`config.mk`:
```
export PLATFORM = sky130hd
export DESIGN_NAME = pll_lock_rst_seq_flat
export DESIGN_NICKNAME = d
export VERILOG_FILES = /design/src/rtl/pll_lock_rst_seq_if.sv /design/src/rtl/pll_lock_rst_seq.sv /design/src/flat_wrapper.sv
export SDC_FILE = /design/constraint.sdc
export NUM_CORES = 1
export LEC_CHECK = 0
export ABC_CLOCK_PERIOD_IN_PS = 5150
export CAP_MARGIN = 20
export CORE_MARGIN = 2
export CORE_UTILIZATION = 30
export CTS_CLUSTER_SIZE = 16
export DETAILED_ROUTE_END_ITERATION = 10
export HOLD_SLACK_MARGIN = 0.02
export PLACE_DENSITY = 0.56
export SLEW_MARGIN = 15
export SYNTH_ARGS = -nofsm -noshare
export SYNTH_HDL_FRONTEND = slang
export SYNTH_SLANG_ARGS = --single-unit
```
`constraint.sdc`:
```
create_clock -name clk -period 5.15 [get_ports clk]
set_input_delay 0.515 -clock clk [delete_from_list [all_inputs] [get_ports clk]]
set_output_delay 0.515 -clock clk [all_outputs]
set_load 0.03 [all_outputs]
```
`src/rtl/pll_lock_rst_seq_if.sv`:
```
// rtl/pll_lock_rst_seq_if.sv - lock input, restart request and reset outputs of the PLL reset sequencer
interface pll_lock_rst_seq_if #(
    parameter int CNT_W = 8
);
    logic             lock_in;
    logic             soft_rst_req;
    logic             pll_rst;
    logic             phy_rst_n;
    logic             core_rst_n;
    logic             ready;
    logic             timeout_err;
    logic [CNT_W-1:0] relock_cnt;

    // sequencer side: consumes lock and restart, drives the resets and status
    modport master (
        input  lock_in,
        input  soft_rst_req,
        output pll_rst,
        output phy_rst_n,
        output core_rst_n,
        output ready,
        output timeout_err,
        output relock_cnt
    );

    // environment side: PLL and system controller
    modport slave (
        output lock_in,
        output soft_rst_req,
        input  pll_rst,
        input  phy_rst_n,
        input  core_rst_n,
        input  ready,
        input  timeout_err,
        input  relock_cnt
    );
endinterface

```
`src/rtl/pll_lock_rst_seq.sv`:
```
// rtl/pll_lock_rst_seq.sv - PLL reset pulse, stable-lock wait and staged PHY/core reset release
module pll_lock_rst_seq #(
    parameter int SYNC_STAGES    = 2,
    parameter int PLL_RST_CYCLES = 16,
    parameter int LOCK_TIMEOUT   = 24000,
    parameter int LOCK_STABLE    = 2400,
    parameter int PHY_TO_CORE    = 64,
    parameter int CNT_W          = 8
) (
    input  logic                    clk,
    input  logic                    rst_n,
    pll_lock_rst_seq_if.master      bus
);

    localparam int MAX_AB = (PLL_RST_CYCLES > LOCK_TIMEOUT) ? PLL_RST_CYCLES : LOCK_TIMEOUT;
    localparam int MAX_CD = (LOCK_STABLE > PHY_TO_CORE) ? LOCK_STABLE : PHY_TO_CORE;
    localparam int MAX_P  = (MAX_AB > MAX_CD) ? MAX_AB : MAX_CD;
    localparam int CW     = $clog2(MAX_P + 1);

    localparam logic [CW-1:0] C_PLL = CW'(PLL_RST_CYCLES - 1);
    localparam logic [CW-1:0] C_TO  = CW'(LOCK_TIMEOUT - 1);
    localparam logic [CW-1:0] C_STB = CW'(LOCK_STABLE - 1);
    localparam logic [CW-1:0] C_P2C = CW'(PHY_TO_CORE - 1);

    typedef enum logic [2:0] {
        S_PLLRST = 3'd0,
        S_WAIT   = 3'd1,
        S_STABLE = 3'd2,
        S_PHY    = 3'd3,
        S_RUN    = 3'd4
    } state_t;

    state_t                 r_state;
    state_t                 w_next;
    logic [CW-1:0]          r_cnt;
    logic [SYNC_STAGES-1:0] r_sync;
    logic                   w_lock_s;
    logic                   w_timeout;
    logic                   w_loss;
    logic                   w_restart;

    logic                   w_pll_rst;
    logic                   w_phy_rst_n;
    logic                   w_core_rst_n;

    logic                   r_pll_rst;
    logic                   r_phy_rst_n;
    logic                   r_core_rst_n;
    logic                   r_ready;
    logic                   r_timeout_err;
    logic [CNT_W-1:0]       r_relock_cnt;

    assign w_lock_s = r_sync[SYNC_STAGES-1];

    // bring the asynchronous PLL lock into the oscillator domain
    always_ff @(posedge clk or negedge rst_n) begin
        if (!rst_n) begin
            r_sync <= '0;
        end else begin
            r_sync <= {r_sync[SYNC_STAGES-2:0], bus.lock_in};
        end
    end

    // state register and shared phase counter; counter restarts on every transition
    always_ff @(posedge clk or negedge rst_n) begin
        if (!rst_n) begin
            r_state <= S_PLLRST;
            r_cnt   <= '0;
        end else begin
            r_state <= w_next;
            if (w_restart) begin
                r_cnt <= '0;
            end else if (r_state != S_RUN) begin
                r_cnt <= r_cnt + CW'(1);
            end
        end
    end

    // next-state decode; a restart request overrides every other transition
    always_comb begin
        w_next    = r_state;
        w_timeout = 1'b0;
        w_loss    = 1'b0;
        case (r_state)
            S_PLLRST: begin
                if (r_cnt == C_PLL) w_next = S_WAIT;
            end
            S_WAIT: begin
                if (w_lock_s) begin
                    w_next = S_STABLE;
                end else if (r_cnt == C_TO) begin
                    w_timeout = 1'b1;
                    w_next    = S_PLLRST;
                end
            end
            S_STABLE: begin
                if (!w_lock_s) begin
                    w_next = S_WAIT;
                end else if (r_cnt == C_STB) begin
                    w_next = S_PHY;
                end
            end
            S_PHY: begin
                if (!w_lock_s) begin
                    w_loss = 1'b1;
                    w_next = S_WAIT;
                end else if (r_cnt == C_P2C) begin
                    w_next = S_RUN;
                end
            end
            S_RUN: begin
                if (!w_lock_s) begin
                    w_loss = 1'b1;
                    w_next = S_WAIT;
                end
            end
            default: w_next = S_PLLRST;
        endcase
        if (bus.soft_rst_req) w_next = S_PLLRST;
        w_restart = bus.soft_rst_req || (w_next != r_state);
    end

    // reset levels follow the state being entered so they change on the transition edge
    always_comb begin
        w_pll_rst    = (w_next == S_PLLRST);
        w_phy_rst_n  = (w_next == S_PHY) || (w_next == S_RUN);
        w_core_rst_n = (w_next == S_RUN);
    end

    // registered outputs plus sticky timeout flag and saturating lock-loss count
    always_ff @(posedge clk or negedge rst_n) begin
        if (!rst_n) begin
            r_pll_rst     <= 1'b1;
            r_phy_rst_n   <= 1'b0;
            r_core_rst_n  <= 1'b0;
            r_ready       <= 1'b0;
            r_timeout_err <= 1'b0;
            r_relock_cnt  <= '0;
        end else begin
            r_pll_rst    <= w_pll_rst;
            r_phy_rst_n  <= w_phy_rst_n;
            r_core_rst_n <= w_core_rst_n;
            r_ready      <= w_core_rst_n;
            if (w_timeout) r_timeout_err <= 1'b1;
            if (w_loss && !bus.soft_rst_req && (r_relock_cnt != {CNT_W{1'b1}})) begin
                r_relock_cnt <= r_relock_cnt + CNT_W'(1);
            end
        end
    end

    assign bus.pll_rst     = r_pll_rst;
    assign bus.phy_rst_n   = r_phy_rst_n;
    assign bus.core_rst_n  = r_core_rst_n;
    assign bus.ready       = r_ready;
    assign bus.timeout_err = r_timeout_err;
    assign bus.relock_cnt  = r_relock_cnt;

endmodule

```
`src/flat_wrapper.sv`:
```
// flat-port wrapper written by rule: the top's interface ports become plain ports
module pll_lock_rst_seq_flat 
#(
    parameter int SYNC_STAGES    = 2,
    parameter int PLL_RST_CYCLES = 16,
    parameter int LOCK_TIMEOUT   = 24000,
    parameter int LOCK_STABLE    = 2400,
    parameter int PHY_TO_CORE    = 64,
    parameter int CNT_W          = 8
)
  (clk, rst_n, bus_lock_in, bus_soft_rst_req, bus_pll_rst, bus_phy_rst_n, bus_core_rst_n, bus_ready, bus_timeout_err, bus_relock_cnt);
  pll_lock_rst_seq_if #(.CNT_W(CNT_W)) bus_i ();
  input  logic clk;
  input  logic rst_n;
  input wire logic [$bits(bus_i.lock_in)-1:0] bus_lock_in;
  input wire logic [$bits(bus_i.soft_rst_req)-1:0] bus_soft_rst_req;
  output wire logic [$bits(bus_i.pll_rst)-1:0] bus_pll_rst;
  output wire logic [$bits(bus_i.phy_rst_n)-1:0] bus_phy_rst_n;
  output wire logic [$bits(bus_i.core_rst_n)-1:0] bus_core_rst_n;
  output wire logic [$bits(bus_i.ready)-1:0] bus_ready;
  output wire logic [$bits(bus_i.timeout_err)-1:0] bus_timeout_err;
  output wire logic [$bits(bus_i.relock_cnt)-1:0] bus_relock_cnt;
  assign bus_i.lock_in = bus_lock_in;
  assign bus_i.soft_rst_req = bus_soft_rst_req;
  assign bus_pll_rst = bus_i.pll_rst;
  assign bus_phy_rst_n = bus_i.phy_rst_n;
  assign bus_core_rst_n = bus_i.core_rst_n;
  assign bus_ready = bus_i.ready;
  assign bus_timeout_err = bus_i.timeout_err;
  assign bus_relock_cnt = bus_i.relock_cnt;
  pll_lock_rst_seq #(.SYNC_STAGES(SYNC_STAGES), .PLL_RST_CYCLES(PLL_RST_CYCLES), .LOCK_TIMEOUT(LOCK_TIMEOUT), .LOCK_STABLE(LOCK_STABLE), .PHY_TO_CORE(PHY_TO_CORE), .CNT_W(CNT_W)) u_core (.clk(clk), .rst_n(rst_n), .bus(bus_i));
endmodule
```
### Yosys cells after proc, flatten, opt, wreduce, memory -nomap -nowiden

Cells that the tools add are included.

| cells by class | value |
|---|---|
| $add $sub $neg | 2 |
| equal/unequal tests | 13 |
| muxes and demuxes | 17 |
| reduce and logical (&&, ||, !) cells | 9 |

Operators by type and width:

| kind | number |
|---|---|
| $mux 15 | 2 |
| $mux 3 | 9 |
| $add 15x1->15 const B | 1 |
| $eq 15x12->1 const B | 1 |
| $eq 15x15->1 const B | 1 |
| $eq 15x4->1 const B | 1 |
| $eq 15x6->1 const B | 1 |
| $pmux 3 s5 | 1 |
| $eq 3x2->1 const B | 3 |
| $add 8x1->8 const B | 1 |
| $ne 8x8->1 const B | 1 |
| $eq 3x3->1 const B | 2 |
| $logic_not 3->1 | 2 |
| $mux 1 | 5 |
| $eq 3x1->1 const B | 1 |
| $ne 3x3->1 | 1 |
| $ne 3x3->1 const B | 1 |
| $logic_and 1x1->1 | 2 |
| $logic_or 1x1->1 | 2 |
| $reduce_bool 2->1 | 1 |
| $reduce_or 2->1 | 1 |
| $logic_not 1->1 | 1 |

| word-level totals | value |
|---|---|
| bits in registers | 32 |
| bits of input ports | 4 |
| output and inout port bits | 13 |

### Depth between registers and ports, before layout

| depth | value |
|---|---|
| depth in word-level cells | 8 |
| mapped depth | 8 |

### Worst setup path before layout

No wires, ideal clock.

| timing | value |
|---|---|
| path kind | register -> register |
| start | register u_core.r_state[1] |
| end | register u_core.r_relock_cnt[5], in the netlist u_core.bus.relock_cnt[5] |
| arrival time | 1933 ps |
| required time | 5070 ps |
| path slack | 3137 ps |
| stages on the path, launching flop included | 8 |
| buffers on the path | 2 |
| path through | dfrtp_1 > buf_6 > or3b_1 > buf_6 > a21o_1 > or3_4 > nor3_1 > xor2_1 |

| on the way | value |
|---|---|
| cells in the longest elaborated chain, start to end | 5 |
| elaborated cells on any way between the ends | 6 |

RTL lines:

| what | line | RTL |
|---|---|---|
| from (decl) | pll_lock_rst_seq.sv:33 | `state_t r_state;` |
| from (signal assigned) | pll_lock_rst_seq.sv:70 | `r_state <= w_next;` |
| $eq 3x2->1 or $eq 3x3->1 (tied branches) | pll_lock_rst_seq.sv:84 | `case (r_state)` |
| $reduce_or 2->1 (no source line) (*) | n/a |  |
| $mux 1 (*) | n/a |  |
| $logic_and 1x1->1 (*) (2 in series) | pll_lock_rst_seq.sv:145 | `if (w_loss && !bus.soft_rst_req && (r_relock_cnt != {CNT_W{1'b1}})) begin` |
| to (signal assigned) | pll_lock_rst_seq.sv:146 | `r_relock_cnt <= r_relock_cnt + CNT_W'(1);` |
| to (decl) | pll_lock_rst_seq.sv:51 | `logic [CNT_W-1:0] r_relock_cnt;` |

Every way passes the cells marked *; elsewhere a longest branch is shown, timed or not.
A chain may end at the register's enable or synchronous reset.

### Final worst setup path

| timing | value |
|---|---|
| start | register u_core.r_state[2] |
| end | register u_core.r_relock_cnt[1], in the netlist u_core.bus.relock_cnt[1] |

Same word-level chain as after synthesis.

==> impl_metrics.yaml <==
drt:
  wire_per_inst_microns: 13.1
  ant_nets: 0
  vias_per_cell: 5.02
  routed_wl_mm: 3.38
  drc: 0
  drt_iter0_drc: 103
  first_pass_iters: 4
  routed-via-count: 1295
worst_setup_path:
  cp_top_family: "simple AND/OR/NAND/NOR gates"
  cp-endpoint: "u_core.bus.relock_cnt[1]"
  worstPathArrival_ns: 2.51
  crit_type: "flip-flop to flip-flop"
  cp-startpoint: "u_core.r_state[2]"
  critPathBufInv: 0
  crit_required_ns: 5.32
  slowest_delay_ns: 0.58
  r2r-start: "u_core.r_state[2]"
  slowest_stage: "dfrtp_1"
  cp-start-kind: "flip-flop"
  worstPathCellList: "or3b_1 > a21o_1 > nor3_1 > mux2_2"
  critical_path_depth: 4
  rrSetupSlack_ns: 2.81
  crit_fanout: 14
  r2r_end: "u_core.bus.relock_cnt[1]"
  cp-end-kind: "flip-flop"
  reg2regPathDepth: 4
floorplan:
  boundaryPins: 17
  design.core.area_sq_mm: 0.00547
  fp.dieH_microns: 79.1
  initial_core_util_pct: 30.9
  die_width_microns: 79.1
  dieArea_sq_mm: 0.00626
  rows: 27
cells_and_area:
  utilization_pct: 36.4
  drive_above_1_share_pct: 6.99
  nFillCells: 563
  syn2layout_area_growth_pct: 17.6
  final_common_cell: "dfrtp_1"
  n_antenna_cell: 0
  final_cell_mix: "31 x dfrtp_1, 18 x nor3_1, 16 x nor2_1, 16 x clkdlybuf4s50_1, 13 x xnor2_1"
  fin_nets: 191
sta:
  fmax_mhz: 427
  setup_viol: 0
  hold_viol_final: 0
  timing.hold.ws_ns: 0.350
  finalCritPeriodShare_pct: 45.4
  slew_viol_final: 0
  fin_setup_tns_ns: 0
  rsz0062_at_grt: "no"
  worst_pin_slew_ns: 0.501
  max_slew_margin_pct: 66.1
  fin_crit_ns: 2.34
  fin_worst_skew_ns: 0.0103
global_routing:
  grt-ovfl-total: 0
  grt_pass1_wl_mm: 6.05
  grt_pass1_vias: 1211
  grt_max_degree: 33
  antenna_found_initial: 0
  grt_usage_pct: 12.3
yosys:
  syn-num-nets: 175
  synthAdderAreaFrac_pct: 1.48
  synth_area_sq_mm: 0.00169
  syn_area_per_cell_sq_um: 10.0
  synth_top_family_by_area: "simple AND/OR/NAND/NOR gates"
  synth_xor_area_share_pct: 11.4
  yosys.area_share.simple_pct: 26.9
  synth_compound_area_share_pct: 8.14
  synth_cell_types: 46
  ys_ff_latch: 32
  synthMuxAreaShare_pct: 1.26
  ys_seq_area_share_pct: 47.4
  yosysWarnings: 0
  syn_inst: 169
  synth_ff_type: "dfrtp_1"
  synth-edff-count: 0
  async_flop_share_pct: 100
clock_tree:
  cts_setup_buffers: 0
  clkLatencyLatePin_ns: 0.28
  cts_tree: "done"
  clk_pin_slew_ns: 0.07
  cts_buffer_depth: 2
  clock_sinks: 32
  cts_htree_levels: 2
  cts.hold.buffers_added: 0
  cts_buffers: 5
  cts_resized: 0
  root_buffer: "clkbuf_8"
placed_design:
  place_congestion: 0.794
  io_buffers: 16
  place_hpwl_mm: 2.43
job:
  drv_cap: 0
min_path:
  min_path_cells: 0
  hold_path.class: "flip-flop to flip-flop"
power:
  p_leak_nw: 0.765
  p_per_area_mw_per_mm2: 244
  max-vdd-ir-drop_v: 0.0000801
status:
  outcome: "completed"
layout make-up:
type,count,area [sq um],share of cell area (%)
multi-input combinational,127,832,41.8
sequential,32,802,40.3
tap,72,90.1,4.53
timing repair buffer,17,168,8.43
clock buffer,8,90.1,4.53
inverter,2,7.51,0.377
worst register-to-register path, cell delays in order, from the launching register on:
cell and delay, ns:
dfrtp_1 0.58, or3b_1 0.54, a21o_1 0.27, nor3_1 0.44, mux2_2 0.39
cells in the mapped netlist, types with 2 or more instances:
master    instances  area, sq um
xor2_1            9         78.8
dfrtp_1          31          776
nor2_1           16         60.1
o21ai_1           2         10.0
and3_1            3         18.8
nor4b_1           3         26.3
xnor2_1          13          114
o21a_1            2         15.0
nor3_1           18         90.1
ha_1              2         25.0
nor4bb_1          2         20.0
buf_6             2         22.5
nand4_1          10         62.6
nand2b_1          3         18.8
clkbuf_1          3         11.3
nand2_1          11         41.3
nand3_1           6         30.0
inv_1             2         7.51
a211oi_1          4         30.0
per-stage QoR:
stage                     cell area (sq um)  setup slack (ns)  instances  total power [mW]
after global routing                   1990              2.65        258             0.505
after detailed placement               1900              2.82        250             0.291
final                                  1990              2.81        258             0.485
after global placement                 1900              2.78        250             0.291
after floorplan                        1690              3.14        169             0.277
after CTS                              1990              2.81        258             0.492
cells by family (layout without fill, tap and decap cells):
kind of cell	after synthesis	in the layout
adders and majority gates	2	2
buffers and inverters	10	27
DFF	32	32
and+or+nand+nor	83	83
muxes	2	2
xor gates and xnor gates	22	22
AOI/OAI and AO/OA	18	18
how the worst min path moves through the flow:
stage,from,slack (ns),endpoint
detailed placement,u_core.r_sync[0],0.34,u_core.r_sync[1]
CTS,u_core.r_sync[0],0.35,u_core.r_sync[1]
finish,u_core.r_sync[0],0.35,u_core.r_sync[1]
global placement,u_core.r_sync[0],0.33,u_core.r_sync[1]
global route,u_core.r_sync[0],0.37,u_core.r_sync[1]
floorplan,rst_n,0.22,u_core.bus.core_rst_n
flip-flops by register name (all words and copies together), names as in the netlist:
signal,count
u_core.r_sync,2
u_core.bus.pll_rst,1
u_core.r_state,3
u_core.bus.core_rst_n,1
u_core.bus.timeout_err,1
u_core.bus.phy_rst_n,1
u_core.r_cnt,15
u_core.bus.relock_cnt,8
report_power, final:
group | switching [mW] | leakage, nW | internal, mW
Combinational | 0.0146 | 0.293 | 0.00972
Sequential | 0.00589 | 0.427 | 0.256
Clock | 0.0904 | 0.0455 | 0.109
layer usage:
layer  global-route usage, %  part of all wire, %
met4                    5.17                  2.0
met1                    17.9                   49
met5                       0                    0
met3                    3.07                  4.2
met2                    17.4                   45
Note: power is estimated with default switching activity, not from simulation.
